[src/rtl/axis_bram_read_arbiter_pkg.sv]
// Shared definitions for the two-channel BRAM-to-AXI-Stream read arbiter.
// Holds the FSM state encoding and the reset value of the round-robin pointer.
package axis_bram_read_arbiter_pkg;

  typedef enum logic [1:0] {
    ST_IDLE   = 2'd0,
    ST_PRIME  = 2'd1,
    ST_STREAM = 2'd2
  } state_t;

  // Pointer starts at channel 1 so channel 0 wins the first contention.
  localparam logic LAST_RESET = 1'b1;

endpackage

[src/rtl/axis_bram_read_arbiter_if.sv]
// AXI-Stream master bundle produced by the arbiter.
// Signals: tready (sink -> source), tdata, tvalid, tlast, tuser (granted channel).
// Modports: master (the arbiter), slave (the downstream sink).
interface axis_bram_read_arbiter_if #(
  parameter int DATA_WIDTH = 32
);
  logic                  tready;
  logic [DATA_WIDTH-1:0] tdata;
  logic                  tvalid;
  logic                  tlast;
  logic                  tuser;

  modport master (input tready, output tdata, output tvalid, output tlast, output tuser);
  modport slave  (output tready, input tdata, input tvalid, input tlast, input tuser);
endinterface

[src/rtl/axis_bram_read_arbiter_rr_arbiter2.sv]
// Two-requester round-robin grant selection.
// Ports: req[1:0] pending requests, last = channel served most recently,
//        grant = selected channel index (meaningful only when req != 0).
module rr_arbiter2 (
  input  logic [1:0] req,
  input  logic       last,
  output logic       grant
);

  always_comb begin
    grant = 1'b0;
    if (&req) grant = ~last;
    else      grant = req[1];
  end

endmodule

[src/rtl/axis_bram_read_arbiter.sv]
// Two-channel burst reader: each channel requests a burst of consecutive BRAM
// words, bursts are granted round-robin and streamed out on one AXI-Stream port.
// Ports: aclk/aresetn (async active-low), reqN_start pulses, cfgN_addr/cfgN_len
//        (burst start address / word count minus one), doneN pulses, sts_busy,
//        m_axis stream master, bram_porta_* read port (one-cycle read latency).
//
// state     | meaning
// ----------|---------------------------------------------------------------
// ST_IDLE   | no burst; grant decided here when any channel is pending
// ST_PRIME  | address = base presented, waiting for BRAM read latency
// ST_STREAM | beats valid; address runs one word ahead of accepted beats
module axis_bram_read_arbiter
  import axis_bram_read_arbiter_pkg::*;
#(
  parameter int AXIS_TDATA_WIDTH = 32,
  parameter int BRAM_DATA_WIDTH  = 32,
  parameter int BRAM_ADDR_WIDTH  = 14
) (
  input  logic                        aclk,
  input  logic                        aresetn,
  input  logic                        req0_start,
  input  logic                        req1_start,
  input  logic [BRAM_ADDR_WIDTH-1:0]  cfg0_addr,
  input  logic [BRAM_ADDR_WIDTH-1:0]  cfg1_addr,
  input  logic [BRAM_ADDR_WIDTH-1:0]  cfg0_len,
  input  logic [BRAM_ADDR_WIDTH-1:0]  cfg1_len,
  output logic                        done0,
  output logic                        done1,
  output logic                        sts_busy,
  axis_bram_read_arbiter_if.master    m_axis,
  output logic                        bram_porta_clk,
  output logic                        bram_porta_rst,
  output logic [BRAM_ADDR_WIDTH-1:0]  bram_porta_addr,
  input  logic [BRAM_DATA_WIDTH-1:0]  bram_porta_rddata,
  output logic                        bram_porta_we
);

  state_t                     state, state_nxt;
  logic [1:0]                 pend, pend_nxt;
  logic [BRAM_ADDR_WIDTH-1:0] base, len, cnt;
  logic                       tuser_r, last_r;
  logic                       grant, grant_fire;
  logic                       beat_ok, last_beat, burst_end;

  rr_arbiter2 u_rr (
    .req   (pend),
    .last  (last_r),
    .grant (grant)
  );

  assign beat_ok   = (state == ST_STREAM) && m_axis.tready;
  assign last_beat = (cnt == len);
  assign burst_end = beat_ok && last_beat;

  always_comb begin
    state_nxt  = state;
    grant_fire = 1'b0;
    case (state)
      ST_IDLE: begin
        if (|pend) begin
          grant_fire = 1'b1;
          state_nxt  = ST_PRIME;
        end
      end
      ST_PRIME:  state_nxt = ST_STREAM;
      ST_STREAM: if (burst_end) state_nxt = ST_IDLE;
      default:   state_nxt = ST_IDLE;
    endcase
  end

  always_ff @(posedge aclk or negedge aresetn) begin
    if (!aresetn) state <= ST_IDLE;
    else          state <= state_nxt;
  end

  // A start for an already-pending channel is a no-op; the granted channel's
  // flag is pending by construction, so clearing it also swallows such a start.
  always_comb begin
    pend_nxt = pend | {req1_start, req0_start};
    if (grant_fire) pend_nxt[grant] = 1'b0;
  end

  always_ff @(posedge aclk or negedge aresetn) begin
    if (!aresetn) begin
      pend    <= 2'b00;
      base    <= '0;
      len     <= '0;
      cnt     <= '0;
      tuser_r <= 1'b0;
      last_r  <= LAST_RESET;
    end else begin
      pend <= pend_nxt;
      if (grant_fire) begin
        base    <= grant ? cfg1_addr : cfg0_addr;
        len     <= grant ? cfg1_len  : cfg0_len;
        cnt     <= '0;
        tuser_r <= grant;
        last_r  <= grant;
      end else if (beat_ok && !last_beat) begin
        cnt <= cnt + BRAM_ADDR_WIDTH'(1);
      end
    end
  end

  // Prefetch: when the current beat is accepted, fetch the next word now so it
  // appears on rddata at the next edge. Sums wrap naturally at the address width.
  always_comb begin
    bram_porta_addr = base;
    if (state == ST_STREAM)
      bram_porta_addr = base + cnt + BRAM_ADDR_WIDTH'(m_axis.tready);
  end

  assign m_axis.tvalid = (state == ST_STREAM);
  assign m_axis.tlast  = (state == ST_STREAM) && last_beat;
  assign m_axis.tdata  = bram_porta_rddata;
  assign m_axis.tuser  = tuser_r;

  assign done0    = burst_end && !tuser_r;
  assign done1    = burst_end &&  tuser_r;
  assign sts_busy = (state != ST_IDLE);

  assign bram_porta_clk = aclk;
  assign bram_porta_rst = ~aresetn;
  assign bram_porta_we  = 1'b0;

endmodule
[src/flat_wrapper.sv]
// flat-port wrapper written by rule: the top's interface ports become plain ports
module axis_bram_read_arbiter_flat import axis_bram_read_arbiter_pkg::*;
#(
  parameter int AXIS_TDATA_WIDTH = 32,
  parameter int BRAM_DATA_WIDTH  = 32,
  parameter int BRAM_ADDR_WIDTH  = 14
)
  (aclk, aresetn, req0_start, req1_start, cfg0_addr, cfg1_addr, cfg0_len, cfg1_len, done0, done1, sts_busy, bram_porta_clk, bram_porta_rst, bram_porta_addr, bram_porta_rddata, bram_porta_we, m_axis_tready, m_axis_tdata, m_axis_tvalid, m_axis_tlast, m_axis_tuser);
  axis_bram_read_arbiter_if m_axis_i ();
  input  logic aclk;
  input  logic aresetn;
  input  logic req0_start;
  input  logic req1_start;
  input  logic [BRAM_ADDR_WIDTH-1:0] cfg0_addr;
  input  logic [BRAM_ADDR_WIDTH-1:0] cfg1_addr;
  input  logic [BRAM_ADDR_WIDTH-1:0] cfg0_len;
  input  logic [BRAM_ADDR_WIDTH-1:0] cfg1_len;
  output logic done0;
  output logic done1;
  output logic sts_busy;
  output logic bram_porta_clk;
  output logic bram_porta_rst;
  output logic [BRAM_ADDR_WIDTH-1:0] bram_porta_addr;
  input  logic [BRAM_DATA_WIDTH-1:0] bram_porta_rddata;
  output logic bram_porta_we;
  input wire logic [$bits(m_axis_i.tready)-1:0] m_axis_tready;
  output wire logic [$bits(m_axis_i.tdata)-1:0] m_axis_tdata;
  output wire logic [$bits(m_axis_i.tvalid)-1:0] m_axis_tvalid;
  output wire logic [$bits(m_axis_i.tlast)-1:0] m_axis_tlast;
  output wire logic [$bits(m_axis_i.tuser)-1:0] m_axis_tuser;
  assign m_axis_i.tready = m_axis_tready;
  assign m_axis_tdata = m_axis_i.tdata;
  assign m_axis_tvalid = m_axis_i.tvalid;
  assign m_axis_tlast = m_axis_i.tlast;
  assign m_axis_tuser = m_axis_i.tuser;
  axis_bram_read_arbiter #(.AXIS_TDATA_WIDTH(AXIS_TDATA_WIDTH), .BRAM_DATA_WIDTH(BRAM_DATA_WIDTH), .BRAM_ADDR_WIDTH(BRAM_ADDR_WIDTH)) u_core (.aclk(aclk), .aresetn(aresetn), .req0_start(req0_start), .req1_start(req1_start), .cfg0_addr(cfg0_addr), .cfg1_addr(cfg1_addr), .cfg0_len(cfg0_len), .cfg1_len(cfg1_len), .done0(done0), .done1(done1), .sts_busy(sts_busy), .m_axis(m_axis_i), .bram_porta_clk(bram_porta_clk), .bram_porta_rst(bram_porta_rst), .bram_porta_addr(bram_porta_addr), .bram_porta_rddata(bram_porta_rddata), .bram_porta_we(bram_porta_we));
endmodule
[config.mk]
export PLATFORM = sky130hd
export DESIGN_NAME = axis_bram_read_arbiter_flat
export DESIGN_NICKNAME = d
export VERILOG_FILES = /design/src/rtl/axis_bram_read_arbiter_pkg.sv /design/src/rtl/axis_bram_read_arbiter_if.sv /design/src/rtl/axis_bram_read_arbiter_rr_arbiter2.sv /design/src/rtl/axis_bram_read_arbiter.sv /design/src/flat_wrapper.sv
export SDC_FILE = /design/constraint.sdc
export NUM_CORES = 1
export LEC_CHECK = 0
export CAP_MARGIN = 10
export CORE_MARGIN = 2
export CORE_UTILIZATION = 25
export CTS_CLUSTER_DIAMETER = 80
export DETAILED_ROUTE_END_ITERATION = 16
export PLACE_DENSITY = 0.6
export RECOVER_POWER = 50
export SETUP_SLACK_MARGIN = 0.05
export SYNTH_ARGS = -nofsm -noshare
export SYNTH_HDL_FRONTEND = slang
export SYNTH_SLANG_ARGS = --single-unit
[constraint.sdc]
create_clock -name aclk -period 5.33 [get_ports aclk]
set_clock_uncertainty 0.2 [all_clocks]
set_input_delay 1.3325 -clock aclk [delete_from_list [all_inputs] [get_ports aclk]]
set_output_delay 1.3325 -clock aclk [all_outputs]
set_load 0.1 [all_outputs]
==> impl_metrics.py <==
metrics = {
    "outcome": {
        "outcome": "finished with violations",
        "violations": "max-capacitance violations, max-slew violations",
    },
    "floorplan": {
        "core_um2": 13100,
        "std_cell_rows": 42,
        "initial_core_util": 0.254,
        "die-area_um2": 14200,
        "fp.dieH_um": 119,
        "ios": 148,
        "fp.dieW_um": 119,
    },
    "critical_path": {
        "crit-reg2reg-capture": "u_core.cnt[7]",
        "cp.required_ns": 3.80,
        "worstSetupPathType": "in2out",
        "r2r-start": "u_core.pend[1]",
        "startpoint_type": "primary input",
        "crit_fanout": 3,
        "rrSetupSlack_ns": 1.50,
        "worstSetupEndpointType": "primary output",
        "r2r_cells": 5,
        "startpoint": "m_axis_tready",
        "arrival_ns": 3.65,
        "crit_path_end": "bram_porta_addr[12]",
    },
    "global_route": {
        "grt_usage": 0.138,
        "antenna_found_initial": 0,
        "grt_max_degree": 49,
        "grt-ovfl-total": 0,
        "grt_pass1_wl_um": 15300,
        "grt_pass1_vias": 2958,
    },
    "logic_synthesis": {
        "synth_top_family_by_area": "compound AO/OA/AOI/OAI gates",
        "ys.flop_type": "dfrtp_1",
        "synthArstFlopShare": 1.00,
        "synth_mux_area_frac": 0.00603,
        "yosysWarnings": 0,
        "synth_compound_area_frac": 0.201,
        "synth-edff-count": 0,
        "synth_cell_types": 54,
        "synth_seq_area_share": 0.362,
        "synthCells": 365,
        "synth_fp_nets": 473,
        "synth_xor_xnor_area_share": 0.0791,
        "ys_ff_latch": 48,
        "syn-cell-area_um2": 3320,
        "synth_area_per_cell_um2": 9.10,
        "synthAdderAreaFrac": 0.0610,
        "synth_simple_gate_area_share": 0.150,
    },
    "cells_and_area": {
        "drive_gt1_frac": 0.147,
        "final_common_cell": "clkdlybuf4s50_1",
        "antenna_cells": 0,
        "final_cell_mix": "clkdlybuf4s50_1 (59), dfrtp_1 (47), inv_1 (34)",
        "nFillCells": 1342,
        "area_growth_pct": 36.9,
        "nets": 528,
        "finalNonFillerCells": 597,
        "multi_input_area_um2": 1750,
        "final_core_util": 0.347,
        "seq_area_um2": 1200,
    },
    "sta": {
        "setup_viol": 0,
        "rsz0062_at_grt": "false",
        "fmax_ghz": 0.193,
        "drv_slew": 49,
        "tightestPinTransition_ns": 2.71,
        "fin_ws_ns": 0.146,
        "hold_violations": 0,
        "period_share": 0.973,
        "finalCriticalPeriod_ns": 5.18,
        "tns_ns": 0,
        "max_slew_margin": -0.807,
    },
    "clock_tree": {
        "insertion_delay_ns": 0.40,
        "cts.clk_slew.worst_paths_ns": 0.07,
        "postCtsHoldBufs": 0,
        "cts_tree": "done",
    },
    "placed_design": {
        "gp_congestion": 0.860,
        "place_hpwl_um": 6940,
        "port_buffers": 82,
        "dp_slack_ns": -0.322,
        "place_inst": 585,
    },
    "worst_hold_path": {
        "hp-class": "reg2reg",
        "holdPathStages": 2,
    },
    "detailed_routing": {
        "wire_per_inst_um": 15.7,
        "vias_per_cell": 4.86,
        "drcViolationCount": 0,
        "ant_nets": 0,
        "vias": 2900,
        "firstDrtPassIters": 6,
        "routed_wl_um": 9370,
        "drt_iter0_drc": 239,
    },
    "power": {
        "total_power_w": 0.00165,
        "vdd_ir_drop_max_mv": 0.286,
        "power_density_nw_per_um2": 362,
        "p_leak_nw": 2.16,
    },
    "run": {
        "maxCapViolCount": 1,
    },
}
[what timing repair did]
| item | in CTS | in global routing |
|---|---|---|
| pin swaps | 9 | 0 |
| resized for setup | 9 | 1 |
| hold endpoints to repair | 0 | 0 |
| setup buffers | 1 | 0 |
| setup endpoints to repair | 7 | 2 |
[Yosys cell counts, drive strengths merged, types with 2 or more instances]
cell | instances | area [µm²]
o21bai | 4 | 30.0
and2 | 3 | 18.8
nor3b | 2 | 20.0
inv | 34 | 128
nand2 | 34 | 130
xor2 | 5 | 43.8
nor4b | 2 | 23.8
nor2 | 23 | 86.3
xnor2 | 25 | 219
mux2i | 2 | 20.0
ha | 13 | 163
buf | 36 | 278
nor4 | 5 | 52.6
clkbuf | 14 | 52.6
dfrtp | 47 | 1180
a222oi | 28 | 280
a211oi | 4 | 30.0
nand3 | 7 | 35.0
nand4 | 7 | 43.8
o21ai | 16 | 80.1
nor3 | 3 | 15.0
a21o | 7 | 52.6
a21oi | 11 | 55.1
and3 | 4 | 25.0
o21a | 3 | 22.5
a31o | 2 | 17.5
nand2b | 3 | 18.8
fa | 2 | 40.0
[registers in the layout, indices dropped and copies added (netlist names)]
| register | count |
|---|---|
| u_core.base | 14 |
| u_core.cnt | 14 |
| u_core.len | 14 |
| u_core.pend | 2 |
| u_core.state | 2 |
| u_core.last_r | 1 |
| u_core.m_axis.tuser | 1 |
[worst min path at each step]
stage               startpoint              end  slack, ns
6_report       u_core.state[0]  u_core.state[1]       0.31
5_1_grt          u_core.last_r    u_core.last_r       0.33
4_1_cts        u_core.state[0]  u_core.state[1]       0.31
3_5_place_dp   u_core.state[0]  u_core.state[1]       0.29
3_3_place_gp   u_core.state[0]  u_core.state[1]       0.29
2_1_floorplan  u_core.state[0]  u_core.state[1]       0.27
[critical path, stage by stage]
cell and delay (ns):
dlygate4sd2_1 0.26, fa_2 0.38, fa_2 0.38, a21o_1 0.21, a21oi_4 0.16, o21ai_2 0.11
a311oi_2 0.30, xor2_1 0.11, o21ai_2 0.19, buf_12 0.20
[area by class of cell]
class	count	share of cell area
multi-input combinational	232	0.386
sequential	48	0.265
timing repair buffer	94	0.220
clock buffer	10	0.0490
tap	176	0.0484
inverter	35	0.0289
clock inverter	2	0.00330
[report_power, final]
group	switching, W	internal, W	total (W)
combinational	0.000412	0.000267	0.000678
clock	0.000224	0.000290	0.000514
sequential	0.0000628	0.000390	0.000453
total	0.000699	0.000947	0.00165
[stage by stage]
stage	hold slack (ns)	area, µm²
3_5_place_dp	0.293	4300
5_1_grt	0.335	4550
4_1_cts	0.309	4560
6_report	0.312	4550
2_1_floorplan	0.270	3380
3_3_place_gp	0.288	4300
[kinds of logic after synthesis]
family	Yosys count
AOI/OAI and AO/OA	87
xor gates and xnor gates	30
adders and majority gates	15
buffers and inverters	85
DFF	48
muxes	2
other	1
and+or+nand+nor	97
[layer usage]
| metal | routed length, µm | vias to the layer above | track usage |
|---|---|---|---|
| met5 | 0 | - | 0 |
| met4 | 207 | 0 | 0.0625 |
| met3 | 593 | 19 | 0.0354 |
| met2 | 4340 | 121 | 0.219 |
| met1 | 4220 | 1362 | 0.177 |
| li1 | - | 1398 | - |
Power figures use the tool's default switching activity.
